[src/rtl/fpu_mant_div.sv]
// fpu_mant_div: sequential restoring divider producing floor((a<<F)/b) and (a<<F) mod b
// One quotient bit per cycle; results are held in output registers until the next completion.
module fpu_mant_div #(
   parameter int W = 24,
   parameter int F = 24
) (
   input  logic             clk,
   input  logic             arst,
   input  logic             start_i,
   input  logic             abort_i,
   input  logic [W-1:0]     a_i,
   input  logic [W-1:0]     b_i,
   input  logic             ack_i,
   output logic             busy_o,
   output logic             valid_o,
   output logic [W+F-1:0]   q_o,
   output logic [W-1:0]     r_o,
   output logic             sticky_o,
   output logic             dz_o
);
   localparam int N  = W + F;
   localparam int CW = $clog2(N + 1);

   typedef enum logic [1:0] {S_IDLE, S_LOAD, S_ITER, S_DONE} state_t;

   state_t          r_state, w_next;
   logic [W-1:0]    r_a, r_b;
   logic [W:0]      r_pr;
   logic [N-1:0]    r_sh;
   logic [CW-1:0]   r_cnt;
   logic [N-1:0]    r_q;
   logic [W-1:0]    r_r;
   logic            r_sticky, r_dz;
   logic [W+1:0]    w_pr_sh, w_diff;
   logic            w_ge;
   logic [W:0]      w_pr_nx;
   logic [N-1:0]    w_sh_nx;

   // the sign of the widened difference decides the restoring step
   assign w_pr_sh = {r_pr, r_sh[N-1]};
   assign w_diff  = w_pr_sh - {2'b00, r_b};
   assign w_ge    = !w_diff[W+1];
   assign w_pr_nx = w_ge ? w_diff[W:0] : w_pr_sh[W:0];
   assign w_sh_nx = {r_sh[N-2:0], w_ge};

   always_comb begin
      w_next = r_state;
      case (r_state)
         S_IDLE:  w_next = start_i ? S_LOAD : S_IDLE;
         S_LOAD:  w_next = abort_i ? S_IDLE : (r_b == '0) ? S_DONE : S_ITER;
         S_ITER:  w_next = abort_i ? S_IDLE : (r_cnt == CW'(1)) ? S_DONE : S_ITER;
         default: w_next = (ack_i || abort_i) ? S_IDLE : S_DONE;
      endcase
   end

   always_ff @(posedge clk or negedge arst) begin
      if (!arst) begin
         r_state  <= S_IDLE;
         r_a      <= '0;
         r_b      <= '0;
         r_pr     <= '0;
         r_sh     <= '0;
         r_cnt    <= '0;
         r_q      <= '0;
         r_r      <= '0;
         r_sticky <= 1'b0;
         r_dz     <= 1'b0;
      end else begin
         r_state <= w_next;
         if (r_state == S_IDLE && start_i) begin
            r_a <= a_i;
            r_b <= b_i;
         end
         if (r_state == S_LOAD) begin
            r_pr  <= '0;
            r_sh  <= N'(r_a) << F;
            r_cnt <= CW'(N);
         end
         if (r_state == S_ITER) begin
            r_pr  <= w_pr_nx;
            r_sh  <= w_sh_nx;
            r_cnt <= r_cnt - CW'(1);
         end
         // result registers change only on entry to DONE, so an abort leaves them untouched
         if (r_state == S_LOAD && w_next == S_DONE) begin
            r_q      <= '1;
            r_r      <= r_a;
            r_sticky <= |r_a;
            r_dz     <= 1'b1;
         end
         if (r_state == S_ITER && w_next == S_DONE) begin
            r_q      <= w_sh_nx;
            r_r      <= w_pr_nx[W-1:0];
            r_sticky <= |w_pr_nx[W-1:0];
            r_dz     <= 1'b0;
         end
      end
   end

   assign busy_o   = r_state != S_IDLE;
   assign valid_o  = r_state == S_DONE;
   assign q_o      = r_q;
   assign r_o      = r_r;
   assign sticky_o = r_sticky;
   assign dz_o     = r_dz;
endmodule

[config.mk]
export PLATFORM = sky130hd
export DESIGN_NAME = fpu_mant_div
export DESIGN_NICKNAME = d
export VERILOG_FILES = /design/src/rtl/fpu_mant_div.sv
export SDC_FILE = /design/constraint.sdc
export NUM_CORES = 1
export LEC_CHECK = 0
export ABC_AREA = 1
export CORE_UTILIZATION = 43
export CTS_CLUSTER_SIZE = 20
export DETAILED_ROUTE_END_ITERATION = 12
export PLACE_DENSITY = 0.67
export SLEW_MARGIN = 20
export SYNTH_ARGS = -nofsm -noshare
export SYNTH_HDL_FRONTEND = slang
export SYNTH_SLANG_ARGS = --single-unit
[constraint.sdc]
create_clock -name clk -period 6 [get_ports clk]
set_input_delay 0.9 -clock clk [delete_from_list [all_inputs] [get_ports clk]]
set_output_delay 0.9 -clock clk [all_outputs]
set_load 0.005 [all_outputs]
# ---- After elaboration in Yosys (flattened, before gate mapping)
# Index checks and enable logic that the tools add are counted.
dict set report word_totals {
  ff_bits 203
  input_bits 53
  out_inout_bits 76
  word_cells 51
}
dict set report op_classes {
  reduce_logical 12
  n_eq_ne 5
  n_mux 22
  add_sub_neg 2
}
# operator n
set op_table {}
lappend op_table {{$mux 48} 4}
lappend op_table {{$mux 25} 3}
lappend op_table {{$mux 24} 2}
lappend op_table {{$reduce_or 24->1} 2}
lappend op_table {{$sub 26x24->26} 1}
lappend op_table {{$logic_not 24->1} 1}
lappend op_table {{$mux 6} 2}
lappend op_table {{$mux 1} 7}
lappend op_table {{$eq 2x2->1 const B} 3}
lappend op_table {{$eq 6x1->1 const B} 1}
lappend op_table {{$mux 2} 3}
lappend op_table {{$pmux 2 s3} 1}
lappend op_table {{$reduce_bool 2->1} 3}
lappend op_table {{$sub 6x1->6 const B} 1}
lappend op_table {{$logic_and 1x1->1} 3}
lappend op_table {{$eq 2x1->1 const B} 1}
lappend op_table {{$logic_not 2->1} 1}
lappend op_table {{$logic_not 1->1} 1}
lappend op_table {{$logic_or 1x1->1} 1}

# ---- Logic depth before layout (Yosys ltp)
# Gate-level depths: netlist (run 1).
dict set report logic_depth {
  ltp_word 8
  ltp_mapped 23
  ltp_nobuf 22
}

# ---- Least setup slack after synthesis (run 1)
# No wires, ideal clock.
dict set report synth_path {
  path_kind {input port to flip-flop}
  startpoint {in abort_i}
  endpoint {reg r_r[16], in the netlist r_o[16]}
  slack_ns 3.706
  setup_ns 0.130
  required_time_ns 5.870
  cell_stages 10
  n_path_buf 1
  arrival_ns 2.164
  path_cell_list {or2_1 > nor2_1 > nand4_1 > nand3_1 > nand2_1 > nor2_2 > clkbuf_1 > nor3_1 > a21oi_1 > o21ai_0}
}
dict set report synth_via {
  elab_chain_len 6
  word_cells_on_any_way 10
  cone_classes {eq/ne: 1; mux: 5; reduce/logical: 4}
}
# item line
set synth_lines {}
lappend synth_lines {{start, declared} 10} ;# input logic abort_i,
lappend synth_lines {{$logic_or 1x1->1} 52} ;# default: w_next = (ack_i || abort_i) ? S_IDLE : S_DONE;
lappend synth_lines {{$mux 2} 52}
lappend synth_lines {{$pmux 2 s3 *} 48} ;# case (r_state)
lappend synth_lines {{$eq 2x2->1 *} {85, 91}}
lappend synth_lines {{$logic_and 1x1->1 (on tied branches)} {91, 85}}
lappend synth_lines {{$mux 24 / $reduce_bool 2->1 (equally long branches)} n/a}
lappend synth_lines {{end signal, assigned} 87} ;# r_r <= r_a;
lappend synth_lines {{end signal, assigned} 93} ;# r_r <= w_pr_nx[W-1:0];
lappend synth_lines {{end, declared} 32} ;# logic [W-1:0] r_r;
# Mark *: on every way between the ends. The rest lies on a longest branch, timed or not.
# A chain may end at the register's enable or synchronous reset.

# ---- Worst setup path after layout (run 1)
dict set report layout_path {
  startpoint {reg r_state[0]}
  endpoint {reg r_r[19], in the netlist r_o[19]}
}
dict set report layout_via {
  elab_chain_len 5
  word_cells_on_any_way 9
  cone_classes {eq/ne: 3; mux: 2; reduce/logical: 4}
}
# item line
set layout_lines {}
lappend layout_lines {{start, declared} 26} ;# state_t r_state, w_next;
lappend layout_lines {{start signal, assigned} 69} ;# r_state <= w_next;
lappend layout_lines {{$eq 2x2->1, or another cell as far along} {48, 91}}
lappend layout_lines {{$pmux 2 s3} 48}
lappend layout_lines {{$eq 2x2->1} {85, 91}}
lappend layout_lines {{$logic_and 1x1->1 (on tied branches)} {91, 85}}
lappend layout_lines {{$mux 24 / $reduce_bool 2->1 (equally long branches)} n/a}
# Several ways; a longest one is shown, not always the timed one.

==> impl_metrics.yaml, run 1 <==
placement:
  gp_congestion: 0.9429
  post_dp_cell_area_um2: 11810
  dpl.hpwl_um: 19440
  io_buffers: 128
  dpl_worst_slack_ps: 1846
  placed_cells: 1641
worst_setup_path:
  path_max_fanout: 61
  cp_top_family: "buffers and inverters"
  startpoint_type: "flip-flop"
  rr_startpoint: "r_state[0]$_DFF_PN0_"
  critPathCaptureType: "flip-flop"
  worstSetupStartpoint: "r_state[0]$_DFF_PN0_"
  crit_arrival_ps: 4380
  cp_num_buf_inv: 7
  max_stage_delay_ps: 910
  required_ps: 6390
  criticalPathCategory: "flip-flop to flip-flop"
  slowest_stage: "clkinv_2"
  crit_path_frequent_cell: "inv_1"
  crit_chain: "inv_1 -> ha_1 -> buf_4 -> inv_2 -> or2_1 -> nor2_1 -> nand4_1 -> nand3_1 -> nand3_1 -> buf_4 -> inv_1 -> nor2_2 -> clkinv_2 -> o211ai_1 -> inv_1"
worst_hold_path:
  hp-class: "primary input to async pin"
yosys:
  synth_area_leaders: "dfrtp_1, nand2_1, inv_1"
  synth_nets: 1322
  ys_ff_latch: 203
  synth_area_um2: 10300
  synth_top_area_share_pct: 49.32
  synth_common_cells: "nand2_1, dfrtp_1, inv_1"
  yosysTopAreaCell: "dfrtp_1"
  synth_ff_type: "dfrtp_1"
  yosysWarnings: 0
  synth-edff-count: 0
  syn_inst: 1238
  yosysMostFrequentCell: "nand2_1"
  ys_seq_area_share_pct: 49.32
  avgSynthCellArea_um2: 8.320
  ys_async_sr_fraction_pct: 100.0
  ys_types: 41
timing:
  max_freq_mhz: 250.5
  min_period_ps: 3992
  finalSetupViolations: 0
  worst_slack_ps: 2008
  slew_headroom_pct: 36.57
  worstMarginPinSlew_ps: 950.4
  hold_viol_final: 0
  finClkSkew_ps: 15.94
  fin_tns_setup_ps: 0
  grt_setup_unrepaired: "no"
  slew_violations: 0
  fin_crit_sh_pct: 66.53
drt:
  drc_errors: 0
  wl_um: 27590
  vias: 8764
  first_iter_violations: 510
  via_per_inst: 5.207
  first_pass_iters: 5
  detail_route.wl_per_cell_um: 16.39
  drtAntennaViolNets: 0
finish:
  drive_gt1_share_pct: 7.258
  synthToLayoutAreaGrowth_pct: 22.38
  finalInstanceArea_um2: 12600
  fin_cells: 1683
  fin_nets: 1431
  diodes: 0
grt:
  gr-total-overflow: 0
  antenna_found_initial: 0
  grt_pass1_vias: 8920
  grt_pass1_wl_um: 45470
  grt_max_degree: 88
  grtUsageTotal_pct: 23.60
clocking:
  cts-root-buf: "clkbuf_16"
  cts_resized: 0
  clk_latency_ps: 520
  path_clk_slew_ps: 60
  cts-buffers-inserted: 23
  hold_buffers: 0
  cts_tree: "done"
  h-tree-depth: 1
  clock_sinks: 203
  cts_buffer_depth: 3
  cts_setup_buffers: 0
floorplan:
  die_h_um: 156.8
  die-area_um2: 24580
  core_um2: 23470
  die_x_um: 156.8
  io_pins: 129
  initial_core_util_pct: 43.88
  rows: 56
power:
  p_per_area_nw_per_um2: 479.8
  ir_worst_vdd_mv: 0.2701
  p_leak_nw: 5.937
flow_run:
  drv_cap: 0
run_status:
  status: "finished, final reports clean"
-- placed cells by master, fill, tap and decap left out, types with 4 or more instances in the layout --
master / count
xnor2_1: 12
nor3_1: 12
a21oi_1: 104
o21ai_0: 27
o22a_1: 22
ha_1: 29
clkinv_2: 6
nor2_4: 4
clkbuf_8: 5
clkdlybuf4s50_1: 127
mux2_2: 5
nand2_2: 14
nand3b_1: 7
inv_1: 173
nand4_1: 12
nand3_1: 72
nor4_1: 5
nand2_1: 255
o22ai_1: 47
nand2_4: 5
inv_2: 8
nor2_1: 112
clkbuf_16: 23
buf_4: 9
dfrtp_1: 203
o211ai_1: 30
-- routing by layer --
metal,part of all wire (%),global-route usage (%),up-vias
li1,-,-,4275
met1,45,31.02,4225
met2,47,39.07,208
met3,5.6,4.542,56
met4,3.0,7.656,0
met5,0,0,-
-- metrics by stage --
| stage | power, mW | hold WS (ps) | utilization [%] |
|---|---|---|---|
| floorplan | 3.533 | 447.1 | - |
| global placement | 4.548 | 477.1 | 50.33 |
| detailed placement | 4.599 | 481.6 | 50.33 |
| CTS | 6.101 | 464.6 | 53.69 |
| global route | 6.463 | 492.5 | 53.70 |
| finish | 6.048 | 440.5 | 53.70 |
-- flip-flops by register name, summed over array words and instances (netlist names) --
register,count
sticky_o,1
dz_o,1
r_state,2
r_sh,48
q_o,48
r_pr,25
r_cnt,6
r_b,24
r_o,24
r_a,24
-- final timing paths --
kind	cells past startpoint	slack, ps	endpoint
worst max-delay path	15	2010	r_o[19]$_DFFE_PN0P_
worst max register to register	15	2010	r_o[19]$_DFFE_PN0P_
worst min register to register	1	500	r_cnt[5]$_DFFE_PN0P_
worst min-delay path	1	440	r_b[7]$_DFFE_PN0P_
max in group asynchronous	2	4260	r_sh[41]$_DFFE_PN0P_
min in group clk	1	500	r_cnt[5]$_DFFE_PN0P_
-- worst register-to-register path, stage by stage (launching register included) --
cell      delay, ps
dfrtp_1         370
inv_1            80
ha_1            200
buf_4           240
inv_2           120
or2_1           120
nor2_1           40
nand4_1          90
nand3_1         100
nand3_1          80
buf_4           210
inv_1           230
nor2_2          520
clkinv_2        910
o211ai_1        500
inv_1            70
-- where the power goes --
group	internal [mW]	leakage (nW)	switching [mW]
Clock	0.886	0.391	0.575
Sequential	1.89	2.45	0.344
Combinational	1.02	3.10	1.33
-- area by class of cell --
cell class,count,area (um^2)
flip-flops and latches,203,5080
multi-input cells,798,4290
well taps,319,399.1
clock inverters,12,148.9
fillers,2192,10870
repair buffers,137,1353
inverters,184,691.9
clock buffers,30,641.9
-- cell families (layout without fill, tap and decap cells) --
logic type,count (synthesis),in the layout,synth area share (%)
buffers and inverters,237,363,9.171
muxes,5,5,0.5466
DFF,203,203,49.32
and+or+nand+nor,509,509,21.84
AOI/OAI and AO/OA,239,239,14.09
adders and majority gates,31,31,3.839
xor gates and xnor gates,14,14,1.190
(Power assumes the default switching activity.)
==> run 2, diff against run 1 <==
- clock period: 6 -> 3.8 ns (I/O delays scaled with it)
==> impl_metrics.yaml, run 2 (same netlist as run 1, synthesis figures left out) <==
flow_run:
  drv_cap: 0
clocking:
  hold_buffers: 0
  cts_buffer_depth: 3
  path_clk_slew_ps: 60
  cts_tree: "done"
  cts_resized: 0
  h-tree-depth: 1
  cts-buffers-inserted: 23
  cts-root-buf: "clkbuf_16"
  cts_setup_buffers: 0
  clk_latency_ps: 520
  clock_sinks: 203
power:
  p_switching_mw: 3.534
  internal_power_mw: 6.023
  pwr-share-seq_pct: 36.8
  p_per_area_nw_per_um2: 756.1
  clkPwrFrac_pct: 24.5
  p_leak_nw: 5.954
  p_comb_share_pct: 38.7
  ir_worst_vdd_mv: 0.4336
  p_sw_share_pct: 36.98
worst_setup_path:
  reg2regPathDepth: 7
  path_max_fanout: 29
  criticalPathCategory: "flip-flop to flip-flop"
  crit_arrival_ps: 3400
  required_ps: 4210
  critPathCaptureType: "flip-flop"
  r2r_slack_ps: 810
  startpoint_type: "flip-flop"
  reg2reg_to: "r_sh[43]$_DFFE_PN0P_"
  rr_startpoint: "r_state[1]$_DFF_PN0_"
finish:
  mostFrequentLayoutCells: "nand2_1, dfrtp_1, inv_1"
  drive_gt1_share_pct: 7.321
  regArea_um2: 5080
  finalInstanceArea_um2: 12640
  final_common_cell: "nand2_1"
  fin_nets: 1434
  synthToLayoutAreaGrowth_pct: 22.73
  diodes: 0
  fill_cells: 2185
  multi_input_area_um2: 4290
timing:
  min_period_ps: 2989
  hold_viol_final: 0
  grt_setup_unrepaired: "no"
  whs_ps: 88.35
  worst_slack_ps: 811.5
  slew_headroom_pct: 35.77
  finClkSkew_ps: 23.74
  worstMarginPinSlew_ps: 963.5
  fin_tns_setup_ps: 0
  slew_violations: 0
  fin_crit_sh_pct: 78.64
  max_freq_mhz: 334.6
  finalSetupViolations: 0
floorplan:
  initial_core_util_pct: 43.88
  die_h_um: 156.8
  die_x_um: 156.8
  rows: 56
  die-area_um2: 24580
  io_pins: 129
  core_um2: 23470
run_status:
  status: "finished, final reports clean"
grt:
  grt_pass1_vias: 8620
  grt_pass1_wl_um: 45080
  gr-total-overflow: 0
  grtUsageTotal_pct: 23.37
  grt_max_degree: 92
  antenna_found_initial: 0
drt:
  detail_route.wl_per_cell_um: 16.44
  first_iter_violations: 577
  first_pass_iters: 5
  drc_errors: 0
  via_per_inst: 5.205
  wl_um: 27700
  drtAntennaViolNets: 0
  vias: 8770
placement:
  io_buffers: 128
  dpl.hpwl_um: 19550
  dpl_worst_slack_ps: 668.2
  gp_congestion: 0.9307
  post_dp_cell_area_um2: 11850
worst_hold_path:
  hp-class: "primary input to async pin"
## run 2: changes by cell type in the layout (fill, tap and decap cells not counted)
cell      before  now
buf_12         0    1
buf_4          9   11
clkbuf_1       3    4
clkbuf_8       5    6
clkinv_2       6    2
inv_2          8    9
## run 2: layout make-up
cell class | instances | area share, %
tap | 319 | 3.157
timing repair buffer | 140 | 10.98
clock buffer | 32 | 5.216
clock inverter | 9 | 1.059
sequential | 203 | 40.19
inverter | 184 | 5.464
multi-input combinational | 798 | 33.94
## run 2: power groups by stage
stage / Clock [mW] / Combinational [mW] / Sequential, mW
3_5_place_dp: 0 / 3.72 / 3.53
3_3_place_gp: 0 / 3.65 / 3.54
2_1_floorplan: 0 / 2.17 / 3.41
4_1_cts: 2.37 / 3.74 / 3.51
6_report: 2.34 / 3.70 / 3.52
5_1_grt: 2.45 / 4.15 / 3.61
## run 2: worst max-delay path: stages (launching register included)
cell      delay, ps
dfrtp_1         390
inv_1            80
ha_2            720
clkinv_1        130
buf_4           260
nor2_1          480
inv_1           510
o211ai_1        310
## run 2: worst max-delay path by stage
| stage | start | depth (start not counted) | end |
|---|---|---|---|
| CTS | r_state[1]$_DFF_PN0_ | 7 | r_sh[43]$_DFFE_PN0P_ |
| global placement | abort_i | 13 | r_o[4]$_DFFE_PN0P_ |
| global route | r_state[1]$_DFF_PN0_ | 7 | r_sh[40]$_DFFE_PN0P_ |
| floorplan | r_b[20]$_DFFE_PN0P_ | 19 | sticky_o$_DFFE_PN0P_ |
| finish | r_state[1]$_DFF_PN0_ | 7 | r_sh[43]$_DFFE_PN0P_ |
| detailed placement | abort_i | 13 | r_o[3]$_DFFE_PN0P_ |
## run 2: per-layer routing
metal	global-route usage [%]	vias to the layer above	share of wire, %
met5	0	-	0
met4	6.489	0	2.3
met3	4.154	44	6.1
met2	38.81	248	47
met1	31.23	4202	44
li1	-	4276	-
## run 2: metrics by stage
| step | cells | utilization [%] | total power, mW |
|---|---|---|---|
| global placement | 1644 | 50.47 | 7.184 |
| finish | 1685 | 53.85 | 9.557 |
| detailed placement | 1644 | 50.47 | 7.251 |
| floorplan | 1238 | - | 5.578 |
| global route | 1685 | 53.85 | 10.21 |
| CTS | 1685 | 53.85 | 9.629 |
==> run 3, diff against run 2 <==
- PLACE_DENSITY: 0.67 -> 0.7
- clock period: 3.8 -> 2.7 ns (I/O delays scaled with it)
==> impl_metrics.yaml, run 3 (same netlist as run 1, synthesis figures left out) <==
timing:
  slew_headroom_pct: 50.71
  worstMarginPinSlew_ps: 738.6
  max_freq_mhz: 382.5
  min_period_ps: 2615
  slew_violations: 0
  fin_tns_setup_ps: 0
  fin_crit_sh_pct: 96.84
  finalSetupViolations: 0
  finClkSkew_ps: 13.39
  hold_viol_final: 0
  grt_setup_unrepaired: "yes"
worst_hold_path:
  hp-class: "primary input to flip-flop"
worst_setup_path:
  path_max_fanout: 12
  critPathCaptureType: "flip-flop"
  required_ps: 3130
  startpoint_type: "flip-flop"
  crit_arrival_ps: 3040
  crit_chain: "ha_4 -> nand2_1 -> nand2_1 -> a21oi_2 -> nand2_2 -> a21oi_4 -> nand3_4 -> nand2_4 -> nand2_1 -> nand2_1 -> nand2_1 -> nor2_1 -> nand2_1 -> nor2_1 -> nand2_1 -> nand2_1 -> nand2_1"
  crit_path_frequent_cell: "nand2_1"
  slowest_stage: "dfrtp_1"
  criticalPathCategory: "flip-flop to flip-flop"
  max_stage_delay_ps: 430
grt:
  grt_max_degree: 82
  grtUsageTotal_pct: 23.91
  gr-total-overflow: 0
  grt_pass1_wl_um: 46320
  antenna_found_initial: 1
  grt_pass1_vias: 9085
floorplan:
  initial_core_util_pct: 43.88
  io_pins: 129
  die_x_um: 156.8
  die_h_um: 156.8
  die-area_um2: 24580
  core_um2: 23470
  rows: 56
drt:
  first_pass_iters: 5
  vias: 9276
  wl_um: 29860
  via_per_inst: 5.276
  detail_route.wl_per_cell_um: 16.98
  drc_errors: 0
  first_iter_violations: 643
  drtAntennaViolNets: 0
finish:
  synthToLayoutAreaGrowth_pct: 32.12
  fin_nets: 1507
  drive_gt1_share_pct: 15.01
  utilization_pct: 57.97
  mostFrequentLayoutCells: "nand2_1, dfrtp_1, inv_1"
  finalInstanceArea_um2: 13610
  final_common_cell: "nand2_1"
  diodes: 0
clocking:
  cts_buffer_depth: 3
  h-tree-depth: 1
  clk_latency_ps: 530
  clock_sinks: 203
  cts_tree: "done"
  path_clk_slew_ps: 60
  cts-buffers-inserted: 23
  cts-root-buf: "clkbuf_16"
power:
  p_leak_nw: 6.312
  ir_worst_vdd_mv: 0.5845
  p_per_area_nw_per_um2: 1029
run_status:
  status: "finished, final reports clean"
flow_run:
  drv_cap: 0
placement:
  dpl.hpwl_um: 20870
  post_dp_cell_area_um2: 12330
  gp_congestion: 0.9126
  io_buffers: 128
## run 3: path summary, 6_finish.rpt
| check | from | to | slack (ps) | cells after the start |
|---|---|---|---|---|
| min in group asynchronous | arst | r_sh[20]$_DFFE_PN0P_ | 470 | 2 |
| min reg2reg | r_cnt[5]$_DFFE_PN0P_ | r_cnt[5]$_DFFE_PN0P_ | 500 | 1 |
| max in group asynchronous | arst | r_b[18]$_DFFE_PN0P_ | 1410 | 3 |
| max | r_pr[13]$_DFFE_PN0P_ | sticky_o$_DFFE_PN0P_ | 90 | 17 |
| max reg2reg | r_pr[13]$_DFFE_PN0P_ | sticky_o$_DFFE_PN0P_ | 90 | 17 |
| min | a_i[2] | r_a[2]$_DFFE_PN0P_ | 440 | 3 |
## run 3: area by class of cell
type	instances	area, um^2
Fill cell	2074	9864
Sequential cell	203	5080
Multi-Input combinational cell	802	4691
Timing Repair Buffer	209	1991
Inverter	184	690.7
Clock buffer	33	643.1
Tap cell	319	399.1
Clock inverter	8	113.9
## run 3: repair_timing
item	4_1_cts	5_1_grt
resized for setup	0	71
hold buffers	1	0
setup endpoints to repair	0	65
buffers inserted	0	8
endpoints found under the hold margin	74	0
## run 3: metrics by stage
stage / instances / worst slack (ps) / power, mW / hold WS [ps]
after floorplan: 1238 / 428.6 / 7.851 / 109.4
after global placement: 1703 / -17.07 / 10.40 / 480.8
after detailed placement: 1703 / -130.9 / 10.50 / 486.5
after CTS: 1745 / 25.56 / 13.73 / 435.9
after global routing: 1758 / -54.24 / 14.93 / 468.4
final: 1758 / 85.37 / 14.01 / 444.1
## run 3: per-layer routing
layer / share of wire (%) / GRT usage, %
met3: 6.0 / 4.542
met2: 48 / 39.60
met4: 2.7 / 6.583
met1: 43 / 31.88
met5: 0.030 / 0
## run 3: critical path, delay by kind of cell, from the launching register on
| family | cells | cell delay [ps] |
|---|---|---|
| AND/OR/NAND/NOR | 14 | 1360 |
| flip-flops | 1 | 430 |
| AO/OA/AOI/OAI | 2 | 430 |
| adder cells (fa/ha/maj) | 1 | 260 |
## run 3: power breakdown
part | internal, mW | switching (mW)
combinational | 2.73 | 3.18
clock | 1.86 | 1.30
sequential | 4.20 | 0.739
